File: src/rtl/cafeteira_preparo.sv
// cafeteira_preparo: brew sequencer for the coffee machine.
// Takes the decoder's one-cycle command strobe and cup size, runs a timed
// preheat followed by a pump phase, and reports busy/done/fault status.
// Water loss and cancellation abort the cycle one edge after they are seen.
module cafeteira_preparo #(
    parameter int unsigned T_AQUECE  = 250_000_000,
    parameter int unsigned T_PEQUENO = 500_000_000,
    parameter int unsigned T_GRANDE  = 1_000_000_000
) (
    input  logic       clock,
    input  logic       reset,
    input  logic       pronto,
    input  logic [1:0] modo,
    input  logic       sensor_agua,
    input  logic       cancelar,
    output logic       aquecedor,
    output logic       bomba,
    output logic       ocupado,
    output logic       concluido,
    output logic       erro,
    output logic [2:0] estado_db
);

    typedef enum logic [2:0] {
        OCIOSO    = 3'd0,
        AQUECENDO = 3'd1,
        BOMBEANDO = 3'd2,
        CONCLUIDO = 3'd3,
        ERRO      = 3'd4
    } estado_t;

    localparam logic [1:0] MODO_PEQUENO = 2'b01;
    localparam logic [1:0] MODO_GRANDE  = 2'b10;

    // Terminal counts: each phase ends on the cycle the counter reads T-1.
    localparam logic [31:0] FIM_AQUECE  = 32'(T_AQUECE - 1);
    localparam logic [31:0] FIM_PEQUENO = 32'(T_PEQUENO - 1);
    localparam logic [31:0] FIM_GRANDE  = 32'(T_GRANDE - 1);

    estado_t     estado_q, estado_d;
    logic [31:0] cnt_q, cnt_d;
    logic [1:0]  tam_q, tam_d;

    logic        modo_valido;
    logic [31:0] fim_bomba;

    assign modo_valido = (modo == MODO_PEQUENO) || (modo == MODO_GRANDE);
    // Pump length comes from the size latched at start, never from live modo.
    assign fim_bomba   = (tam_q == MODO_GRANDE) ? FIM_GRANDE : FIM_PEQUENO;

    // State, phase counter and latched cup size registers.
    always_ff @(posedge clock) begin
        if (reset) begin
            estado_q <= OCIOSO;
            cnt_q    <= 32'd0;
            tam_q    <= 2'b00;
        end else begin
            estado_q <= estado_d;
            cnt_q    <= cnt_d;
            tam_q    <= tam_d;
        end
    end

    // Next-state logic; priority is cancel, then water fault, then timing/start.
    always_comb begin
        estado_d = estado_q;
        cnt_d    = cnt_q;
        tam_d    = tam_q;
        unique case (estado_q)
            OCIOSO: begin
                // A held cancel also blocks a start in the same cycle.
                if (!cancelar && pronto && modo_valido) begin
                    if (!sensor_agua) begin
                        estado_d = ERRO;
                    end else begin
                        tam_d    = modo;
                        cnt_d    = 32'd0;
                        estado_d = AQUECENDO;
                    end
                end
            end
            AQUECENDO: begin
                if (cancelar) begin
                    cnt_d    = 32'd0;
                    estado_d = OCIOSO;
                end else if (!sensor_agua) begin
                    cnt_d    = 32'd0;
                    estado_d = ERRO;
                end else if (cnt_q == FIM_AQUECE) begin
                    cnt_d    = 32'd0;
                    estado_d = BOMBEANDO;
                end else begin
                    cnt_d    = cnt_q + 32'd1;
                end
            end
            BOMBEANDO: begin
                if (cancelar) begin
                    cnt_d    = 32'd0;
                    estado_d = OCIOSO;
                end else if (!sensor_agua) begin
                    cnt_d    = 32'd0;
                    estado_d = ERRO;
                end else if (cnt_q == fim_bomba) begin
                    cnt_d    = 32'd0;
                    estado_d = CONCLUIDO;
                end else begin
                    cnt_d    = cnt_q + 32'd1;
                end
            end
            CONCLUIDO: begin
                estado_d = OCIOSO;
            end
            ERRO: begin
                // Fault is sticky; only cancel (or reset) releases it.
                if (cancelar) begin
                    cnt_d    = 32'd0;
                    estado_d = OCIOSO;
                end
            end
            default: begin
                cnt_d    = 32'd0;
                estado_d = OCIOSO;
            end
        endcase
    end

    // Moore output decode from the registered state.
    always_comb begin
        aquecedor = 1'b0;
        bomba     = 1'b0;
        ocupado   = 1'b0;
        concluido = 1'b0;
        erro      = 1'b0;
        unique case (estado_q)
            AQUECENDO: begin
                aquecedor = 1'b1;
                ocupado   = 1'b1;
            end
            BOMBEANDO: begin
                aquecedor = 1'b1;
                bomba     = 1'b1;
                ocupado   = 1'b1;
            end
            CONCLUIDO: concluido = 1'b1;
            ERRO:      erro      = 1'b1;
            default:   ;
        endcase
    end

    assign estado_db = estado_q;

endmodule

File: config.mk
export PLATFORM = sky130hd
export DESIGN_NAME = cafeteira_preparo
export DESIGN_NICKNAME = d
export VERILOG_FILES = /design/src/rtl/cafeteira_preparo.sv
export SDC_FILE = /design/constraint.sdc
export NUM_CORES = 1
export LEC_CHECK = 0
export CORE_ASPECT_RATIO = 0.6
export CORE_MARGIN = 5
export CORE_UTILIZATION = 25
export DETAILED_ROUTE_END_ITERATION = 12
export PLACE_DENSITY_LB_ADDON = 0.2
export SLEW_MARGIN = 5
export SYNTH_ARGS = -nofsm -noshare
export SYNTH_HDL_FRONTEND = slang
export SYNTH_SLANG_ARGS = --single-unit
File: constraint.sdc
create_clock -name clock -period 4.1 [get_ports clock]
set_input_delay 0.82 -clock clock [delete_from_list [all_inputs] [get_ports clock]]
set_output_delay 0.82 -clock clock [all_outputs]
set_load 0.02 [all_outputs]
==> summary.md, run 1 <==
| Metric | Value |
|---|---|
| Status | `complete, no violations` |
| Post-synth cell types | `49` |
| Tcrit/Tclk final | `72.92%` |
| Initial core utilization | `25.49%` |
| VDD IR-drop max | `0.0001212 V` |
| FILL cells | `917` |
| Num CTS Buffers | `5` |
| Total GRT Usage | `11.30%` |
| Global-route wire length before repair | `9.259 mm` |
| Worst-path cell chain | `clkdlybuf4s50_1, nor4b_2, nand3_1, a2111oi_2, nand3_1, xor2_1, nor2_1` |
| CP Class | `in -> reg` |
| Via count | `1,942` |
| Worst-path clk slew | `0.05 ns` |
| Worst hold slack | `0.5128 ns` |
| CP most frequent cell | `nand3_1` |
| Setup bufs post-CTS | `0` |
| Final hold violation count | `0` |
| Slew headroom | `36.94%` |
| GPL Wtd Cong | `0.7997` |
| Register area share after synthesis | `34.36%` |
| Data required, critical path | `4.25 ns` |
| Commonest cells post-synth | `dfxtp_1, nor2_1, nand2_1` |
| Mapped cell area | `0.002156 mm²` |
| Final Skew | `0.005134 ns` |
| Max-cap violations | `0` |
| Fraction of final layout cells with drive strength greater than 1 | `8.127%` |
| Syn. warnings | `0` |
| Max Fanout on Critical Path | `7` |
| Post-cts sizing count | `0` |
| Crit path buf inv count | `1` |
| Final setup fails | `0` |
| Fin crit period | `2.990 ns` |
| Tightest Pin Transition | `0.9387 ns` |
| Type of the worst min-delay path | `reg -> reg` |
| Vias in the first global route | `1,757` |
| Syn avg cell area | `7.985 µm²` |
| Area grow syn2layout | `18.11%` |
| CP Data Arrival Time | `3.14 ns` |
| Row count | `26` |
| Placed insts | `387` |
| CP peak stage delay | `0.81 ns` |
| Layout net count | `290` |
| Routed vias/inst | `4.916` |
| Top post-synthesis cells by area | `dfxtp_1, nand3_1, nor2_1` |
| Crit-path leading delay family | `simple AND/OR/NAND/NOR gates` |
| Mapped Cells | `270` |
| Antenna viol nets, final | `0` |
| CTS Hold Buffers Added | `0` |
| Area leader, netlist | `dfxtp_1` |
| Critical Path End Type | `flop` |
| Initial drt markers | `162` |
| Crit start category | `input port` |
| Setup TNS | `0 ns` |
| Initial antenna violation count | `0` |
| Clock Path Buffers | `2` |
| CTS tree | `yes` |
| Core Footprint | `0.008458 mm²` |
| Largest net degree at the start of global routing | `24` |
| RSZ-0062 raised after global routing | `no` |
| Syn nets | `278` |
| Yosys top cell area share | `34.36%` |
| Post-synth EDFFs | `0` |
| 1st-pass router iterations | `4` |
| H-tree Lvls | `2` |
| Non-filler cells, final | `395` |
| Total gr overflow | `0` |
| Die width | `129.9 µm` |
| Top_reg_cell synth | `dfxtp_1` |
| CTS root buf | `clkbuf_16` |
| Number of remaining DRC errors | `0` |
| Post-synthesis register bit count | `37` |
| CTS sink count | `37` |
| Max Clk Rate | `0.3345 GHz` |
| Port Buf Inserts | `14` |
| Most numerous cell in the Yosys netlist | `dfxtp_1` |
| Ports | `15` |
| Fraction of registers with async set/reset | `0%` |
| Die Height | `81.93 µm` |
| DP HPWL | `4.069 mm` |
| ANT cells | `0` |
| Full die area | `0.01064 mm²` |
| Clk_lat worst skew | `0.29 ns` |
| Cell area power density | `333.8 mW/mm²` |
| Leakage power | `0.8331 nW` |
| Final wirelength | `5.569 mm` |
| Drt wl/cell | `14.10 µm` |
| Max Slew Vio Count | `0` |
| Slowest-stage cell, CP | `a2111oi_2` |
-- final cells by class --
cell class                 instances  area, µm²  share of cell area, %
timing repair buffer              16      155.1                  6.093
clock inverter                     1      30.03                  1.179
inverter                           7      26.28                  1.032
multi-input combinational        215       1311                  51.50
tap                              112      140.1                  5.504
clock buffer                       7      142.6                  5.602
sequential                        37      740.7                  29.09
-- through the flow --
step | util (%) | area [µm²] | power (mW) | setup WS [ns]
finish | 30.10 | 2546 | 0.8498 | 1.110
global route | 30.10 | 2546 | 0.8839 | 0.8694
CTS | 30.10 | 2546 | 0.8666 | 1.109
detailed placement | 28.06 | 2374 | 0.4088 | 0.8029
global placement | 28.06 | 2374 | 0.4090 | 0.8445
floorplan | - | 2156 | 0.3941 | 1.726
-- cell families after synthesis --
group / synth area share [%]
AO/OA/AOI/OAI: 13.41
buffers and inverters: 4.817
XOR/XNOR: 6.906
AND/OR/NAND/NOR: 39.00
multiplexers: 0.9286
adder cells (fa/ha/maj): 0.5803
flip-flops: 34.36
-- flip-flops by register name (all words and copies together) (netlist names) --
name,flops
tam_q,2
estado_db,3
cnt_q,32
-- placed cells by master, fill, tap and decap left out, types with 2 or more instances in the layout --
master            n
and3_1           10
xor2_1            6
inv_1             7
and2_1            5
a22oi_2           2
clkdlybuf4s50_1  14
mux2i_1           2
nor2_1           34
clkbuf_16         5
or2_2             2
nand3b_1          4
a31oi_1          12
buf_4             2
nor4bb_1          7
a211oi_1          3
nand4_1           7
nand3_1          27
a21oi_1           7
nor4_1            3
dfxtp_1          37
nor2b_1           3
a21o_1            2
o21ai_1           2
nor3_1            9
a2111oi_2         2
or3b_2            2
xnor2_1          11
o21ai_2           2
nand2_1          32
-- power by group --
part | switching [mW] | leakage [nW] | internal, mW
clock network | 0.146 | 0.0841 | 0.304
logic | 0.0227 | 0.451 | 0.0147
registers | 0.00196 | 0.298 | 0.361
total | 0.171 | 0.833 | 0.679
-- worst min-delay path: stages (launching register included) --
cell and delay, ns:
dfxtp_1 0.33, nand2_1 0.07, a21oi_1 0.06
-- per-layer routing --
metal	part of all wire, %	wire, µm	global-route usage, %
met1	59	3293	17.46
met2	35	1923	14.13
met3	4.8	267	3.184
met4	1.5	85	4.357
met5	0	0	0
-- worst paths after layout --
| path | endpoint | slack (ns) | cells after the start | startpoint |
|---|---|---|---|---|
| worst max-delay path | cnt_q[28]$_SDFFE_PP0P_ | 1.11 | 7 | cancelar |
| worst min-delay path | cnt_q[4]$_SDFFE_PP0P_ | 0.51 | 2 | cnt_q[4]$_SDFFE_PP0P_ |
| worst max register to register | cnt_q[31]$_SDFFE_PP0P_ | 1.39 | 6 | cnt_q[20]$_SDFFE_PP0P_ |
| worst min register to register | cnt_q[4]$_SDFFE_PP0P_ | 0.51 | 2 | cnt_q[4]$_SDFFE_PP0P_ |
No activity file was read; power rests on OpenSTA's default activity.
==> run 2, diff against run 1 <==
- clock period: 4.1 -> 2.63 ns (I/O delays scaled with it)
==> summary.md, run 2 (synthesis gave the netlist of run 1 again) <==
| Metric | Value |
|---|---|
| Setup TNS | `0 ns (unchanged)` |
| Met2 usage | `14.54% (+0.41 points)` |
| Global-route wire length before repair | `9.873 mm (+6.6%)` |
| Data required, critical path | `2.10 ns (-2.15 ns)` |
| Final wirelength | `5.863 mm (+5.3%)` |
| Comb power frac | `5.7% (+1.3 points)` |
| Cell area power density | `455.0 mW/mm² (+36%)` |
| Area grow syn2layout | `22.93%` |
| Reg power frac | `46.9% (+4.2 points)` |
| CP Data Arrival Time | `1.90 ns (-1.24 ns)` |
| Tcrit/Tclk final | `92.29%` |
| Drt wl/cell | `14.23 µm (+0.94%)` |
| End-of-flow core utilization | `31.33% (+1.2 points)` |
| CP Class | `reg -> out` |
| Fraction of final layout cells with drive strength greater than 1 | `12.67% (+4.5 points)` |
| Die width | `129.9 µm (unchanged)` |
| Tightest Pin Transition | `0.5634 ns (-0.3753 ns)` |
| H-tree Lvls | `2 (unchanged)` |
| Initial antenna violation count | `0 (unchanged)` |
| Fin crit period | `2.427 ns` |
| GRT busiest layer | `met1` |
| Met1 Use GR | `19.72% (+2.3 points)` |
| Die Height | `81.93 µm (unchanged)` |
| Design area | `0.002650 mm² (+4.1%)` |
| Status | `complete, no violations` |
| CTS tree | `yes` |
| NetSw | `260.2 µW (+53%)` |
| Vias in the first global route | `1,790 (+1.9%)` |
| DP HPWL | `4.447 mm (+9.3%)` |
| 1st-pass router iterations | `4 (unchanged)` |
| P_int | `945.5 µW (+39%)` |
| FILL cells | `922 (+0.55%)` |
| Switch share | `21.58% (+1.5 points)` |
| Setup WS post-layout | `0.2028 ns (-0.9076 ns)` |
| Non-filler cells, final | `412 (+4.3%)` |
| Placed insts | `404 (+4.4%)` |
| Worst Hold Launch | `cnt_q[4]$_SDFFE_PP0P_` |
| Worst-path clk slew | `0.05 ns (about the same)` |
| Layout net count | `307 (+5.9%)` |
| RSZ-0062 raised after global routing | `no` |
| Initial drt markers | `134 (-17%)` |
| Total gr overflow | `0 (unchanged)` |
| Core Footprint | `0.008458 mm² (unchanged)` |
| Total Power | `1.206 mW (+42%)` |
| VDD IR-drop max | `0.0002017 V (+66%)` |
| Routed vias/inst | `4.769 (-3.0%)` |
| Final Skew | `0.004553 ns (-0.0005810 ns)` |
| Largest net degree at the start of global routing | `24 (unchanged)` |
| CTS Hold Buffers Added | `0 (unchanged)` |
| Num CTS Buffers | `5 (unchanged)` |
| Critical Path End Type | `primary output` |
| Max reg flops | `32 (unchanged)` |
| Final hold violation count | `0 (unchanged)` |
| Initial core utilization | `25.49% (unchanged)` |
| Worst reg2reg startpoint | `cnt_q[20]$_SDFFE_PP0P_` |
| Leading cell type in the layout, fill and taps excluded | `dfxtp_1` |
| Row count | `26 (unchanged)` |
| Highest-count cells in the layout ignoring fill and taps | `dfxtp_1, nor2_1, nand2_1` |
| R2R setup slack | `0.22 ns (-1.17 ns)` |
| Post-cts sizing count | `0 (unchanged)` |
| Ports | `15 (unchanged)` |
| Largest Register | `cnt_q` |
| Max Clk Rate | `0.4120 GHz` |
| CTS sink count | `37 (unchanged)` |
| Leakage power | `0.9083 nW (+9.0%)` |
| Worst Setup SP | `estado_db[2]$_SDFFE_PP0P_` |
| Via count | `1,965 (+1.2%)` |
| Met3 usage | `3.769% (+0.58 points)` |
| Worst hold slack | `0.5040 ns (-0.008826 ns)` |
| Clk_lat worst skew | `0.28 ns (about the same)` |
| Total GRT Usage | `12.00% (+0.71 points)` |
| Max Slew Vio Count | `0 (unchanged)` |
| Dpl ws | `0.02596 ns (-0.7770 ns)` |
| Setup bufs post-CTS | `0 (unchanged)` |
| GPL Wtd Cong | `0.8033 (+0.45%)` |
| Final setup fails | `0 (unchanged)` |
| Type of the worst min-delay path | `reg -> reg` |
| ANT cells | `0 (unchanged)` |
| Max Fanout on Critical Path | `7 (unchanged)` |
| Port Buf Inserts | `14 (unchanged)` |
| Clock Path Buffers | `2 (unchanged)` |
| Crit start category | `flop` |
| Placed Instance Area | `0.002514 mm² (+5.9%)` |
| Number of remaining DRC errors | `0 (unchanged)` |
| CTS root buf | `clkbuf_16` |
| Antenna viol nets, final | `0 (unchanged)` |
| Full die area | `0.01064 mm² (unchanged)` |
| Clock Power Share | `47.4% (-5.5 points)` |
| Max-cap violations | `0 (unchanged)` |
| Slew headroom | `62.10% (+25 points)` |
==> run 2: cell count changes in the layout (fill, tap and decap cells not counted) <==
cell and delta:
buf_12 +1, clkbuf_1 +2, clkbuf_8 -1, buf_4 +16
bufinv_16 -1
==> run 2: power by group through the flow <==
stage | clock network [mW] | registers [mW] | logic (mW)
floorplan | 0 | 0.577 | 0.0370
global placement | 0 | 0.578 | 0.0697
detailed placement | 0 | 0.578 | 0.0691
CTS | 0.591 | 0.566 | 0.0695
global route | 0.622 | 0.566 | 0.0752
finish | 0.571 | 0.566 | 0.0688
==> run 2: worst paths after layout <==
check,endpoint,depth (start not counted)
max,erro,4
min,cnt_q[4]$_SDFFE_PP0P_,2
max reg2reg,cnt_q[12]$_SDFFE_PP0P_,7
min reg2reg,cnt_q[4]$_SDFFE_PP0P_,2
==> run 2: final cells by class <==
cell class / count / area, µm² / area share (%)
Timing Repair Buffer: 33 / 295.3 / 11.14
Sequential cell: 37 / 740.7 / 27.95
Inverter: 7 / 26.28 / 0.9915
Multi-Input combinational cell: 215 / 1311 / 49.48
Tap cell: 112 / 140.1 / 5.288
Clock buffer: 8 / 136.4 / 5.146
==> run 2: critical path: stages, from the launching register on <==
cell,delay (ns)
dfxtp_1,0.46
inv_1,0.11
or3_1,0.40
inv_1,0.06
clkdlybuf4s50_1,0.59
==> run 2: per-layer routing <==
layer	routed length [µm]	vias up
met5	0	-
met4	13	0
met3	309	2
met2	2070	41
met1	3469	895
li1	-	1027
